## src/rtl/ram16k_arbiter_if.sv

```systemverilog
// rtl/ram16k_arbiter_if.sv - requester and RAM16K signal bundle for the arbiter.
// The slave view belongs to the arbiter; the master view belongs to the requesters and the RAM.
interface ram16k_arbiter_if;
  logic        req0;
  logic        rw0;
  logic [13:0] addr0;
  logic [15:0] wdata0;
  logic        ack0;
  logic [15:0] rdata0;
  logic        req1;
  logic        rw1;
  logic [13:0] addr1;
  logic [15:0] wdata1;
  logic        ack1;
  logic [15:0] rdata1;
  logic        mem_en;
  logic        mem_rw;
  logic [13:0] mem_address;
  logic [15:0] mem_in;
  logic [15:0] mem_out;
  logic        busy;

  modport slave (
    input  req0, rw0, addr0, wdata0, req1, rw1, addr1, wdata1, mem_out,
    output ack0, rdata0, ack1, rdata1, mem_en, mem_rw, mem_address, mem_in, busy
  );

  modport master (
    output req0, rw0, addr0, wdata0, req1, rw1, addr1, wdata1, mem_out,
    input  ack0, rdata0, ack1, rdata1, mem_en, mem_rw, mem_address, mem_in, busy
  );
endinterface

```

## src/rtl/ram16k_arbiter.sv

```systemverilog
// rtl/ram16k_arbiter.sv - two-requester round-robin arbiter owning one RAM16K.
// Each access runs IDLE -> SERVE -> ACK. All outputs come from registers, so no req reaches an ack combinationally.
module ram16k_arbiter #(
  parameter bit PRIORITY_INIT = 1'b0
) (
  input logic             clk,
  input logic             reset,
  ram16k_arbiter_if.slave bus
);

  typedef enum logic [1:0] {IDLE, SERVE, ACK} state_t;

  state_t      r_state;
  state_t      w_next;
  logic        r_sel;
  logic        r_last;
  logic        r_rw;
  logic [13:0] r_addr;
  logic [15:0] r_wdata;
  logic [15:0] r_rdata0;
  logic [15:0] r_rdata1;
  logic        w_grant;
  logic        w_load;
  logic        w_mem_en;
  logic        w_ack0;
  logic        w_ack1;

  always_ff @(posedge clk or posedge reset) begin
    if (reset) r_state <= IDLE;
    else       r_state <= w_next;
  end

  always_comb begin
    w_next   = r_state;
    w_grant  = 1'b0;
    w_load   = 1'b0;
    w_mem_en = 1'b0;
    w_ack0   = 1'b0;
    w_ack1   = 1'b0;
    case (r_state)
      IDLE: begin
        // On a tie, the requester that was not served last wins.
        if (bus.req0 && bus.req1) w_grant = ~r_last;
        else                      w_grant = bus.req1;
        if (bus.req0 || bus.req1) begin
          w_load = 1'b1;
          w_next = SERVE;
        end
      end
      SERVE: begin
        w_mem_en = 1'b1;
        w_next   = ACK;
      end
      ACK: begin
        w_ack0 = ~r_sel;
        w_ack1 = r_sel;
        w_next = IDLE;
      end
      default: w_next = IDLE;
    endcase
  end

  always_ff @(posedge clk or posedge reset) begin
    if (reset) begin
      r_sel    <= 1'b0;
      r_last   <= ~PRIORITY_INIT;
      r_rw     <= 1'b0;
      r_addr   <= '0;
      r_wdata  <= '0;
      r_rdata0 <= '0;
      r_rdata1 <= '0;
    end else begin
      if (w_load) begin
        r_sel   <= w_grant;
        r_rw    <= w_grant ? bus.rw1    : bus.rw0;
        r_addr  <= w_grant ? bus.addr1  : bus.addr0;
        r_wdata <= w_grant ? bus.wdata1 : bus.wdata0;
      end
      if (w_mem_en) begin
        r_last <= r_sel;
        if (!r_rw) begin
          if (r_sel) r_rdata1 <= bus.mem_out;
          else       r_rdata0 <= bus.mem_out;
        end
      end
    end
  end

  // rw is gated by SERVE so the RAM never sees en & rw together outside the access cycle.
  assign bus.mem_en      = w_mem_en;
  assign bus.mem_rw      = r_rw & w_mem_en;
  assign bus.mem_address = r_addr;
  assign bus.mem_in      = r_wdata;
  assign bus.ack0        = w_ack0;
  assign bus.ack1        = w_ack1;
  assign bus.rdata0      = r_rdata0;
  assign bus.rdata1      = r_rdata1;
  assign bus.busy        = (r_state != IDLE);

endmodule

```

## src/flat_wrapper.sv

```systemverilog
// flat-port wrapper written by rule: the top's interface ports become plain ports
module ram16k_arbiter_flat 
#(
  parameter bit PRIORITY_INIT = 1'b0
)
  (clk, reset, bus_req0, bus_rw0, bus_addr0, bus_wdata0, bus_req1, bus_rw1, bus_addr1, bus_wdata1, bus_mem_out, bus_ack0, bus_rdata0, bus_ack1, bus_rdata1, bus_mem_en, bus_mem_rw, bus_mem_address, bus_mem_in, bus_busy);
  ram16k_arbiter_if bus_i ();
  input logic clk;
  input logic reset;
  input wire logic [$bits(bus_i.req0)-1:0] bus_req0;
  input wire logic [$bits(bus_i.rw0)-1:0] bus_rw0;
  input wire logic [$bits(bus_i.addr0)-1:0] bus_addr0;
  input wire logic [$bits(bus_i.wdata0)-1:0] bus_wdata0;
  input wire logic [$bits(bus_i.req1)-1:0] bus_req1;
  input wire logic [$bits(bus_i.rw1)-1:0] bus_rw1;
  input wire logic [$bits(bus_i.addr1)-1:0] bus_addr1;
  input wire logic [$bits(bus_i.wdata1)-1:0] bus_wdata1;
  input wire logic [$bits(bus_i.mem_out)-1:0] bus_mem_out;
  output wire logic [$bits(bus_i.ack0)-1:0] bus_ack0;
  output wire logic [$bits(bus_i.rdata0)-1:0] bus_rdata0;
  output wire logic [$bits(bus_i.ack1)-1:0] bus_ack1;
  output wire logic [$bits(bus_i.rdata1)-1:0] bus_rdata1;
  output wire logic [$bits(bus_i.mem_en)-1:0] bus_mem_en;
  output wire logic [$bits(bus_i.mem_rw)-1:0] bus_mem_rw;
  output wire logic [$bits(bus_i.mem_address)-1:0] bus_mem_address;
  output wire logic [$bits(bus_i.mem_in)-1:0] bus_mem_in;
  output wire logic [$bits(bus_i.busy)-1:0] bus_busy;
  assign bus_i.req0 = bus_req0;
  assign bus_i.rw0 = bus_rw0;
  assign bus_i.addr0 = bus_addr0;
  assign bus_i.wdata0 = bus_wdata0;
  assign bus_i.req1 = bus_req1;
  assign bus_i.rw1 = bus_rw1;
  assign bus_i.addr1 = bus_addr1;
  assign bus_i.wdata1 = bus_wdata1;
  assign bus_i.mem_out = bus_mem_out;
  assign bus_ack0 = bus_i.ack0;
  assign bus_rdata0 = bus_i.rdata0;
  assign bus_ack1 = bus_i.ack1;
  assign bus_rdata1 = bus_i.rdata1;
  assign bus_mem_en = bus_i.mem_en;
  assign bus_mem_rw = bus_i.mem_rw;
  assign bus_mem_address = bus_i.mem_address;
  assign bus_mem_in = bus_i.mem_in;
  assign bus_busy = bus_i.busy;
  ram16k_arbiter #(.PRIORITY_INIT(PRIORITY_INIT)) u_core (.clk(clk), .reset(reset), .bus(bus_i));
endmodule
```

## config.mk

```make
export PLATFORM = sky130hd
export DESIGN_NAME = ram16k_arbiter_flat
export DESIGN_NICKNAME = d
export VERILOG_FILES = /design/src/rtl/ram16k_arbiter_if.sv /design/src/rtl/ram16k_arbiter.sv /design/src/flat_wrapper.sv
export SDC_FILE = /design/constraint.sdc
export NUM_CORES = 1
export LEC_CHECK = 0
export BUFFER_PORTS_ARGS = -buffer_cell sky130_fd_sc_hd__buf_2
export CORE_UTILIZATION = 49
export DETAILED_ROUTE_END_ITERATION = 8
export GPL_TIMING_DRIVEN = 0
export PLACE_DENSITY = 0.95
export SETUP_SLACK_MARGIN = 0.1
export SLEW_MARGIN = 20
export SYNTH_ARGS = -nofsm -noshare
export SYNTH_HDL_FRONTEND = slang
export SYNTH_SLANG_ARGS = --single-unit
export TNS_END_PERCENT = 50
```

## constraint.sdc

```tcl
create_clock -name clk -period 4.3 [get_ports clk]
set_clock_uncertainty 0.05 [all_clocks]
set_input_delay 0.43 -clock clk [delete_from_list [all_inputs] [get_ports clk]]
set_output_delay 0.43 -clock clk [all_outputs]
set_load 0.02 [all_outputs]
```

## Yosys cells after proc, flatten, opt, wreduce, memory -nomap -nowiden

Index checks and enable logic that the tools add are counted.

| word-level totals | value |
|---|---|
| latch bits | 0 |
| output and inout port bits | 67 |
| input bits | 82 |
| bits in read-only memories | 0 |
| memory bits (writable) | 0 |
| flip-flop bits (word level) | 67 |
| memories kept | 0 |

| operators by class | value |
|---|---|
| equal/unequal tests | 3 |
| reductions and logical operators | 6 |
| magnitude comparators | 0 |
| div/mod/pow operators | 0 |
| multipliers | 0 |
| multiplexer cells | 12 |
| $add $sub $neg | 0 |
| shifts and indexed selects | 0 |
| bitwise gates (word level) | 4 |

Operator list:

| cell | count |
|---|---|
| $mux 16 | 1 |
| $mux 14 | 1 |
| $mux 1 | 8 |
| $reduce_and 3->1 | 2 |
| $pmux 2 s2 | 1 |
| $not 1->1 | 3 |
| $eq 2x1->1 const B | 1 |
| $eq 2x2->1 const B | 1 |
| $logic_not 2->1 | 1 |
| $mux 2 | 1 |
| $ne 2x1->1 const B | 1 |
| $reduce_bool 2->1 | 1 |
| $and 1x1->1 | 1 |
| $logic_and 1x1->1 | 1 |
| $logic_or 1x1->1 | 1 |

## Logic depth before layout (Yosys ltp)

Gate-level depths: netlist of run 1.

| depth | value |
|---|---|
| depth in word-level cells | 4 |
| depth in mapped cells | 5 |
| gate-level depth less buffers | 4 |

## Least setup slack after synthesis of run 1

Ideal clock, no wire load.

| path | value |
|---|---|
| path kind | register to register |
| start | reg u_core.r_state[1] |
| end | reg u_core.r_rdata1[0], in the netlist u_core.bus.rdata1[0] |
| cell stages (with the launch flop) | 5 |
| library setup time | 0.125 ns |
| data arrival time | 1.403 ns |
| setup slack | 2.722 ns |
| path buffers | 1 |
| required time | 4.125 ns |
| cell sequence | dfrtp_1 -> nand2b_4 -> nor3b_4 -> buf_6 -> mux2_2 |

| on the way | value |
|---|---|
| cells in the longest elaborated chain, start to end | 3 |

Ends and longest elaborated chain:

| item | line | RTL |
|---|---|---|
| start, declared | ram16k_arbiter.sv:13 | `state_t r_state;` |
| start signal, assigned | ram16k_arbiter.sv:30 | `else r_state <= w_next;` |
| $eq 2x1->1 | ram16k_arbiter.sv:40 | `case (r_state)` |
| $mux 1 | ram16k_arbiter.sv:40 |  |
| $reduce_and 3->1 (no line) | - |  |
| end signal, assigned | ram16k_arbiter.sv:82 | `if (r_sel) r_rdata1 <= bus.mem_out;` |
| end, declared | ram16k_arbiter.sv:21 | `logic [15:0] r_rdata1;` |

Every way passes these cells.
A chain may end at the register's enable or synchronous reset.

## Final worst setup path of run 1

| path | value |
|---|---|
| start | reg u_core.r_state[0] |
| end | out bus_busy |

| on the way | value |
|---|---|
| cells in the longest elaborated chain, start to end | 1 |

Ends and longest elaborated chain:

| item | line | RTL |
|---|---|---|
| $reduce_bool 2->1 | ram16k_arbiter.sv:98 | `assign bus.busy = (r_state != IDLE);` |
| end, declared | flat_wrapper.sv:27 | `output wire logic [$bits(bus_i.busy)-1:0] bus_busy;` |

Every way passes these cells.

==> run_results.csv, run 1 <==
group,metric,value,unit
run_status,outcome,"completed",
sta,slew_headroom,0.606,
grt,grt_pass1_vias,2705,
synth,synthFlopType,"dfrtp_1",
worst_setup_path,crit_required,3.82,ns
layout,antenna_cells,0,
clock_network,root_buffer,"clkbuf_8",
clock_network,clock_latency,0.32,ns
clock_network,clkSlewWorstSetupHoldPaths,0.07,ns
die,start_util,0.509,
clock_network,cts_sinks,67,
synth,syn_inst,267,
worst_setup_path,arrival,1.65,ns
sta,max_freq,470,MHz
clock_network,hold_buffers,0,
worst_setup_path,cp-start-kind,"register",
clock_network,cts_tree,"yes",
flow_run,max_cap_viol_count,0,
route,wire_per_inst,15.9,um
worst_setup_path,crit_path_end_kind,"output pin",
die,core,5920,um2
die,die_h,80.4,um
synth,yosysSeqAreaShare,0.557,
synth,synth.area.top_cells,"dfrtp_1, mux2_2, o311ai_0",
synth,yosys_warnings,0,
placement,port_buffers,147,
route,drt-vias-per-instance,5.46,
route,drc,0,
clock_network,postCtsResizedCells,0,
synth,synth_largest_area_cell,"dfrtp_1",
clock_network,tritoncts.num_buffers,9,
route,dr.pass1.iters,4,
grt,grt_overflow,0,
placement,gp_congestion,0.829,
grt,grt_max_degree,37,
sta,fin_setup_tns,0,ns
route,drt_first_iter_violations,111,
die,dieArea,6470,um2
die,std_cell_rows,28,
synth,synth_area,3010,um2
layout,num-fill-cells,464,
grt,grtUsageTotal,0.260,
grt,antenna_found_initial,0,
synth,synth_commonest_cells,"dfrtp_1, inv_1, mux2_2",
placement,pre_cts_ws,2.52,ns
worst_setup_path,path_max_fanout,10,
synth,synthDistinctLibCells,24,
synth,yosysMostFrequentCell,"dfrtp_1",
layout,fin_util,0.685,
power,p_per_area,803,nW/um2
sta,layout_min_cycle_time,2.13,ns
worst_setup_path,critical_path_class,"register to output pin",
die,dieWidth,80.4,um
power,peakVddDrop,0.465,mV
sta,max_slew.worst_pin.slew,0.591,ns
die,io_pins,149,
sta,finalMaxSlewViolations,0,
grt,grt_first_pass_wirelength,12500,um
synth,yosysTopAreaCellShare,0.548,
power,cellLeakagePower,2.01,nW
layout,seq_area,1680,um2
placement,hpwl,6010,um
sta,setup_viol,0,
layout,multi_input_area,1100,um2
layout,final_nets,508,
clock_network,cts_setup_buffers,0,
clock_network,cts.htree.levels,3,
clock_network,clockBufferDepth,2,
route,vias,2764,
sta,hold_violations,0,
sta,setup_ws,2.17,ns
synth,synth-edff-count,0,
route,wl,8020,um
synth,synth-seq-cells,67,
route,ant_nets,0,
layout,drive_above_1_share,0.471,
synth,syn_avg_cell_area,11.3,um2
sta,grt_setup_unrepaired,"false",
hold_path,hp-class,"input port to async pin",
sta,fin_crit_sh,0.495,
synth,async_flop_share,1.00,
synth,synth_nets,349,
worst_setup_path,r2r_slack,2.48,ns
layout,area_delta_synth_final,34.6,%
routing by layer:
layer / part of all wire / GRT usage / vias up
met5: 0 / 0 / -
met4: 0.019 / 0.139 / 0
met3: 0.066 / 0.0591 / 16
met2: 0.51 / 0.441 / 127
met1: 0.40 / 0.304 / 1319
li1: - / - / 1302
layout by cell type (no fill, tap or decap):
cell       synthesis  layout
buf_6              1       1
o21ai_1            1       1
a21o_1             1       1
nand2_1            4       4
nor3b_1            1       1
clkinv_2           0       2
o21ai_0           31      31
buf_4              1       1
o311ai_0          29      29
buf_12             0       1
clkbuf_8           0      10
nor3b_4            1       1
nand4_1           31      31
mux2_2            32      32
inv_1             36      35
bufinv_16          0       1
nand2b_4           1       1
o311ai_1           2       2
and3b_1            1       1
nor2_2             1       1
buf_2              2     149
dfstp_2            1       1
nor3_4             1       1
and2_1             1       1
and3_1             1       1
dfrtp_1           66      66
clkbuf_1          20      23
nor2_1             1       1
inv_4              0       1
worst paths after layout:
| check | cells past startpoint | start | end |
|---|---|---|---|
| setup / recovery | 4 | u_core.r_state[0] | bus_busy |
| hold / removal | 2 | reset | u_core.bus.rdata1[6] |
| setup reg to reg | 4 | u_core.r_state[0] | u_core.bus.mem_address[6] |
| hold reg to reg | 2 | u_core.r_last | u_core.r_last |
| max in group asynchronous | 3 | reset | u_core.r_last |
| min in group clk | 2 | bus_mem_out[6] | u_core.bus.rdata1[6] |
critical path, cell delays in order, from the launching register on:
cell	delay [ns]
dfrtp_1	0.43
nor2_2	0.28
inv_1	0.14
clkbuf_1	0.25
buf_2	0.22
registers in the layout, indices dropped and copies added, names as in the netlist:
name / count
u_core.r_state: 2
u_core.r_sel: 1
u_core.bus.rdata1: 16
u_core.r_rw: 1
u_core.bus.mem_address: 14
u_core.bus.rdata0: 16
u_core.r_last: 1
u_core.bus.mem_in: 16
power by group:
part | internal, mW | switching (mW)
Combinational | 0.601 | 0.999
Clock | 0.283 | 0.225
Sequential | 0.963 | 0.181
Total | 1.85 | 1.41
through the flow:
| step | power (mW) | cells | hold slack [ns] | cell area (um2) |
|---|---|---|---|---|
| 2_1_floorplan | 2.18 | 267 | 0.389 | 3010 |
| 3_3_place_gp | 2.68 | 489 | 0.400 | 3840 |
| 3_5_place_dp | 2.76 | 490 | 0.400 | 3860 |
| 4_1_cts | 3.28 | 506 | 0.0514 | 4050 |
| 5_1_grt | 3.46 | 506 | 0.0845 | 4050 |
| 6_report | 3.25 | 506 | 0.0479 | 4050 |
final cells by class:
| class | instances | area share |
|---|---|---|
| Buffer | 24 | 0.0256 |
| Clock buffer | 13 | 0.0367 |
| Clock inverter | 3 | 0.00988 |
| Inverter | 36 | 0.0340 |
| Multi-Input combinational cell | 140 | 0.270 |
| Sequential cell | 67 | 0.414 |
| Tap cell | 75 | 0.0231 |
| Timing Repair Buffer | 148 | 0.186 |
cell families (layout without fill, tap and decap cells):
kind of cell | after synthesis | in the layout | share of synthesized area
AO/OA/AOI/OAI | 64 | 64 | 0.146
buffers and inverters | 60 | 224 | 0.0793
AND/OR/NAND/NOR | 44 | 44 | 0.0984
flip-flops | 67 | 67 | 0.557
multiplexers | 32 | 32 | 0.120
Note: power is estimated with default switching activity, not from simulation.
==> run 2: changes to the inputs <==
--- a/config.mk
+++ b/config.mk
@@ -5,11 +5,12 @@
 export SDC_FILE = /design/constraint.sdc
 export NUM_CORES = 1
 export LEC_CHECK = 0
+export ABC_AREA = 1
 export BUFFER_PORTS_ARGS = -buffer_cell sky130_fd_sc_hd__buf_2
-export CORE_UTILIZATION = 49
+export CORE_UTILIZATION = 48
 export DETAILED_ROUTE_END_ITERATION = 8
 export GPL_TIMING_DRIVEN = 0
-export PLACE_DENSITY = 0.95
+export PLACE_DENSITY = 0.91
 export SETUP_SLACK_MARGIN = 0.1
 export SLEW_MARGIN = 20
 export SYNTH_ARGS = -nofsm -noshare
==> constraint.sdc (replaced) <==
create_clock -name clk -period 2.1 [get_ports clk]
set_clock_uncertainty 0.05 [all_clocks]
set_input_delay 0.21 -clock clk [delete_from_list [all_inputs] [get_ports clk]]
set_output_delay 0.21 -clock clk [all_outputs]
set_load 0.02 [all_outputs]
==> run 2 against run 1 <==
First-iteration DRC count grew 1.8%; final area increased by 12%; total power grew 120%; utilization down 2.5 points; flip-flop and latch count unchanged; synthesized area rose by 14%.
==> run_results.csv, run 2 <==
group,metric,value,unit
worst_setup_path,slowest_stage,"dfrtp_1",
layout,layout_common_cells,"buf_2, nand2_1, inv_1",
worst_setup_path,reg2reg_depth,5,
run_status,outcome,"completed",
synth,synth.area.top_cells,"dfrtp_1, nand2_1, inv_1",
sta,setup_ws,0.354,ns
clock_network,cts_sinks,67,
layout,multi_input_area,1280,um2
grt,grtUsageMet2,0.424,
synth,synth_nets,492,
worst_setup_path,critPathMostFrequentCell,"buf_2",
worst_setup_path,crit_chain,"nor2_4, buf_2, inv_1, buf_2",
worst_setup_path,cp-start-kind,"register",
synth,synth_largest_area_cell,"dfrtp_1",
sta,layout_min_cycle_time,1.75,ns
sta,slew_headroom,0.644,
synth,yosysMostFrequentCell,"nand2_1",
die,io_pins,149,
layout,seq_area,1680,um2
route,wire_per_inst,12.8,um
synth,synth_area,3440,um2
grt,grt_max_degree,40,
die,dieWidth,86.7,um
placement,port_buffers,147,
clock_network,cts_tree,"yes",
hold_path,holdPathStages,3,
grt,grt_first_pass_wirelength,14300,um
sta,fin_crit_sh,0.831,
placement,pre_cts_ws,0.670,ns
grt,grt_overflow,0,
synth,syn_inst,410,
route,drt_first_iter_violations,113,
grt,grtUsageTotal,0.243,
layout,design_area,4530,um2
layout,drive_above_1_share,0.442,
synth,async_flop_share,1.00,
synth,synth_commonest_cells,"nand2_1, inv_1, dfrtp_1",
clock_network,root_buffer,"clkbuf_8",
sta,finalMaxSlewViolations,0,
worst_setup_path,arrival,1.49,ns
die,die_h,86.7,um
placement,gp_congestion,0.827,
sta,grt_setup_unrepaired,"false",
power,power.total,7.21,mW
synth,yosysTopAreaCellShare,0.480,
hold_path,min_to,"u_core.bus.rdata1[6]",
sta,hold_violations,0,
grt,antenna_found_initial,0,
die,core,6870,um2
route,drc,0,
hold_path,hp-class,"input port to register",
die,dieArea,7510,um2
synth,syn_avg_cell_area,8.40,um2
clock_network,cts.htree.levels,3,
die,std_cell_rows,30,
worst_setup_path,crit_path_end_kind,"output pin",
synth,synthFlopType,"dfrtp_1",
sta,max_freq,573,MHz
grt,grt.busiest_layer,"met2",
worst_setup_path,cp_slowest_stage_delay,0.47,ns
layout,final_nets,652,
clock_network,cts_setup_buffers,0,
grt,met1_usage,0.303,
worst_setup_path,regToRegEndpoint,"u_core.bus.mem_in[1]",
synth,yosysSeqAreaShare,0.487,
die,start_util,0.501,
grt,grt_pass1_vias,3157,
layout,antenna_cells,0,
synth,synth-seq-cells,67,
clock_network,clkSlewWorstSetupHoldPaths,0.08,ns
clock_network,tritoncts.num_buffers,9,
worst_setup_path,critical_path.top_delay_family,"flip-flops",
worst_setup_path,crit_required,1.84,ns
layout,final_common_cell,"buf_2",
route,dr.pass1.iters,4,
power,p_per_area,1590,nW/um2
route,vias,3234,
placement,placed_area,4320,um2
sta,max_slew.worst_pin.slew,0.533,ns
layout,area_delta_synth_final,31.7,%
worst_setup_path,critical_path_class,"register to output pin",
flow_run,max_cap_viol_count,0,
hold_path,min_from,"bus_mem_out[6]",
route,ant_nets,0,
sta,setup_viol,0,
worst_setup_path,path_max_fanout,10,
worst_setup_path,rr_startpoint,"u_core.r_last",
grt,met3_usage,0.0438,
worst_setup_path,r2r_slack,0.63,ns
route,drt-vias-per-instance,4.82,
synth,synthDistinctLibCells,21,
route,wl,8590,um
layout,num-fill-cells,597,
synth,yosys_warnings,0,
placement,hpwl,6430,um
synth,synth-edff-count,0,
power,peakVddDrop,0.792,mV
power,cellLeakagePower,2.68,nW
clock_network,clock_latency,0.33,ns
clock_network,clockBufferDepth,2,
worst_setup_path,cp_num_buf_inv,3,
==> run 2: cell count changes after synthesis, moves of 8 or more <==
cell,before,now
buf_2,2,10
clkbuf_1,20,5
inv_1,36,83
mux2_2,32,0
nand2_1,4,98
nand2_2,0,28
nand3_1,0,31
o21ai_0,31,0
o21ai_2,0,33
o311ai_0,29,0
==> run 2: logic make-up (layout without fill, tap and decap cells) <==
group / after synthesis / count (layout) / share of synthesized area
simple gates: 198 / 198 / 0.285
flops: 67 / 67 / 0.487
buf+inv: 110 / 275 / 0.140
compound gates: 35 / 35 / 0.0869
==> run 2: tightest hold or removal path: stages <==
cell and delay (ns):
buf_2 0.07, inv_1 0.05, o21ai_2 0.12
==> run 2: final cells by class <==
class,instances,share of cell area
Buffer,25,0.0362
Clock buffer,9,0.0273
Clock inverter,7,0.0171
Inverter,85,0.0710
Multi-Input combinational cell,233,0.283
Sequential cell,67,0.370
Tap cell,96,0.0265
Timing Repair Buffer,149,0.169
==> run 2: how the worst max path moves through the flow <==
stage | start | end | cells after the start
after global routing | u_core.r_state[1] | bus_busy | 4
after floorplan | reset | u_core.bus.mem_address[0] | 1
after global placement | reset | u_core.bus.mem_address[3] | 2
after CTS | u_core.r_state[1] | bus_busy | 4
final | u_core.r_state[1] | bus_busy | 4
after detailed placement | u_core.r_last | u_core.bus.mem_in[1] | 5
==> run 2: timing repair <==
action                    CTS  global route
resized for setup           0             0
hold buffers                1             0
hold endpoints to repair   27             0
==> run 2: report_power, final <==
| group | leakage (nW) | switching, mW | internal (mW) |
|---|---|---|---|
| clock | 0.0998 | 0.521 | 0.556 |
| sequential | 0.815 | 0.433 | 1.96 |
| combinational | 1.76 | 2.42 | 1.32 |
==> run 2: per-layer routing <==
| metal | vias to the layer above | share of wire |
|---|---|---|
| li1 | 1597 | - |
| met1 | 1502 | 0.44 |
| met2 | 127 | 0.49 |
| met3 | 8 | 0.057 |
| met4 | 0 | 0.0083 |
| met5 | - | 0 |
==> run 2: per-stage QoR <==
stage	hold slack, ns	TNS, ns	std cells	utilization
after CTS	0.0919	0	671	0.660
after floorplan	0.341	0	410	-
final	0.106	0	671	0.660
after detailed placement	0.176	0	654	0.629
after global routing	0.0972	0	671	0.660
after global placement	0.409	-35.34	653	0.626
==> run 3: changes to the inputs <==
--- a/config.mk
+++ b/config.mk
@@ -5,12 +5,12 @@
 export SDC_FILE = /design/constraint.sdc
 export NUM_CORES = 1
 export LEC_CHECK = 0
-export ABC_AREA = 1
+export ABC_AREA = 0
 export BUFFER_PORTS_ARGS = -buffer_cell sky130_fd_sc_hd__buf_2
-export CORE_UTILIZATION = 48
+export CORE_UTILIZATION = 46
 export DETAILED_ROUTE_END_ITERATION = 8
 export GPL_TIMING_DRIVEN = 0
-export PLACE_DENSITY = 0.91
+export PLACE_DENSITY = 0.9
 export SETUP_SLACK_MARGIN = 0.1
 export SLEW_MARGIN = 20
 export SYNTH_ARGS = -nofsm -noshare
==> constraint.sdc (replaced) <==
create_clock -name clk -period 1.77 [get_ports clk]
set_clock_uncertainty 0.05 [all_clocks]
set_input_delay 0.177 -clock clk [delete_from_list [all_inputs] [get_ports clk]]
set_output_delay 0.177 -clock clk [all_outputs]
set_load 0.02 [all_outputs]
==> run 3 against run 2 <==
Register-to-register slack got worse by 0.52 ns; final area fell by 8.0%; critical path depth did not move; first-iteration DRC count rose by 33%; via count fell by 10%; global-route usage rose by 1.2 points; clock power rose by 19%; sequential power rose by 16%; flip-flop and latch count did not move; combinational power rose by 10%; total power rose by 14%; utilization fell by 0.34 points; largest cell class unchanged.
==> run_results.csv, run 3 (synthesis gave the netlist of run 1 again) <==
group,metric,value,unit
placement,hpwl,6160,um
layout,drive_above_1_share,0.505,
layout,design_area,4170,um2
clock_network,cts_tree,"yes",
layout,final_common_cell,"buf_2",
grt,grt.busiest_layer,"met2",
sta,slew_headroom,0.594,
grt,grtUsageTotal,0.255,
clock_network,cts_sinks,67,
worst_setup_path,cp_slowest_stage_delay,0.54,ns
layout,antenna_cells,0,
sta,fin_setup_tns,0,ns
power,power.total,8.20,mW
power,peakVddDrop,1.28,mV
worst_setup_path,crit_path_end_kind,"register",
route,wire_per_inst,16.6,um
grt,grt_overflow,0,
die,std_cell_rows,29,
grt,grtUsageMet2,0.421,
sta,max_slew.worst_pin.slew,0.609,ns
placement,dp.cells,493,
die,io_pins,149,
worst_setup_path,regToRegEndpoint,"u_core.bus.mem_in[0]",
hold_path,min_from,"bus_mem_out[3]",
worst_setup_path,path_max_fanout,10,
worst_setup_path,critical_path.top_delay_family,"flip-flops",
layout,final_nets,515,
power,p_per_area,1970,nW/um2
die,dieArea,6880,um2
grt,grt_first_pass_wirelength,14000,um
die,dieWidth,82.9,um
grt,grt_pass1_vias,2892,
clock_network,clock_latency,0.34,ns
route,dr.pass1.iters,4,
worst_setup_path,reg2reg_depth,4,
route,drt_first_iter_violations,150,
sta,layout_min_cycle_time,1.66,ns
flow_run,max_cap_viol_count,0,
route,drt-vias-per-instance,5.62,
worst_setup_path,cp_num_buf_inv,1,
layout,fin_cells,515,
hold_path,min_to,"u_core.bus.rdata1[3]",
grt,antenna_found_initial,0,
grt,grt_max_degree,35,
die,core,6350,um2
clock_network,tritoncts.num_buffers,9,
sta,setup_ws,0.109,ns
clock_network,root_buffer,"clkbuf_8",
hold_path,hp-class,"input port to register",
clock_network,cts.htree.levels,3,
worst_setup_path,cp-start-kind,"register",
placement,gp_congestion,0.839,
worst_setup_path,crit_required,1.92,ns
die,start_util,0.474,
layout,fin_util,0.656,
route,ant_nets,0,
grt,met1_usage,0.330,
placement,port_buffers,147,
sta,finalMaxSlewViolations,0,
sta,max_freq,602,MHz
power,cellLeakagePower,2.08,nW
worst_setup_path,critical_path_class,"register to register",
worst_setup_path,slowest_stage,"dfstp_2",
die,die_h,82.9,um
route,wl,8550,um
sta,grt_setup_unrepaired,"true",
sta,hold_slack,0.0339,ns
worst_setup_path,rr_startpoint,"u_core.r_last",
layout,layout_common_cells,"buf_2, dfrtp_1, inv_1",
sta,hold_violations,0,
grt,met3_usage,0.0577,
worst_setup_path,crit_chain,"nand2_1, and3_1, clkbuf_2, o311ai_0",
worst_setup_path,r2r_slack,0.11,ns
sta,fin_crit_sh,0.939,
run_status,outcome,"completed",
route,vias,2896,
hold_path,holdPathStages,2,
placement,placed_area,3890,um2
worst_setup_path,arrival,1.81,ns
clock_network,clockBufferDepth,2,
sta,setup_viol,0,
route,drc,0,
clock_network,clkSlewWorstSetupHoldPaths,0.08,ns
layout,area_delta_synth_final,38.3,%
placement,pre_cts_ws,-0.0154,ns
-- run 3: cell types whose count changed in the layout (fill, tap and decap cells not counted), sizes merged, moves of 7 or more --
| cell | delta |
|---|---|
| nand2 | -122 |
| inv | -50 |
| nand3 | -34 |
| mux2 | +32 |
| o311ai | +31 |
| clkbuf | +13 |
| buf | -7 |
-- run 3: where the power goes --
group | switching, mW | internal (mW) | leakage [nW] | total, mW
Clock | 0.596 | 0.689 | 0.0987 | 1.28
Sequential | 0.444 | 2.34 | 0.798 | 2.78
Combinational | 2.52 | 1.61 | 1.18 | 4.13
Total | 3.56 | 4.64 | 2.08 | 8.20
-- run 3: final cells by class --
| class | count | area [um2] |
|---|---|---|
| clock inverters | 6 | 63.8 |
| clock buffers | 10 | 138 |
| flip-flops and latches | 67 | 1680 |
| multi-input cells | 140 | 1100 |
| plain buffers | 23 | 116 |
| well taps | 77 | 96.3 |
| fillers | 506 | 2180 |
| repair buffers | 156 | 831 |
| inverters | 36 | 139 |
-- run 3: how the worst max path moves through the flow --
stage	startpoint	to	slack (ns)	cells after the start
floorplan	u_core.r_state[1]	u_core.bus.rdata1[0]	0.19	4
global placement	u_core.r_state[1]	u_core.bus.rdata1[5]	0.05	4
detailed placement	u_core.r_state[0]	u_core.bus.mem_address[5]	-0.02	4
CTS	u_core.r_state[0]	bus_busy	0.0007	4
global route	u_core.r_last	u_core.bus.mem_in[4]	0.05	4
finish	u_core.r_last	u_core.bus.mem_in[0]	0.11	4
-- run 3: routing by layer --
layer	vias to the layer above	share of wire
met5	-	0
met4	0	0.021
met3	18	0.061
met2	156	0.50
met1	1400	0.42
li1	1322	-
-- run 3: worst register-to-register path, stage by stage (launching register included) --
cell,delay (ns)
dfstp_2,0.54
nand2_1,0.11
and3_1,0.26
clkbuf_2,0.21
o311ai_0,0.36
-- run 3: repair_timing --
action                                 in CTS  in global routing
pin swaps                                   1                  2
setup endpoints to repair                  50                 40
hold buffers                                1                  0
buffers inserted                            1                  5
gates resized for setup                    10                 23
cloned                                      0                  0
endpoints found under the hold margin      33                  0
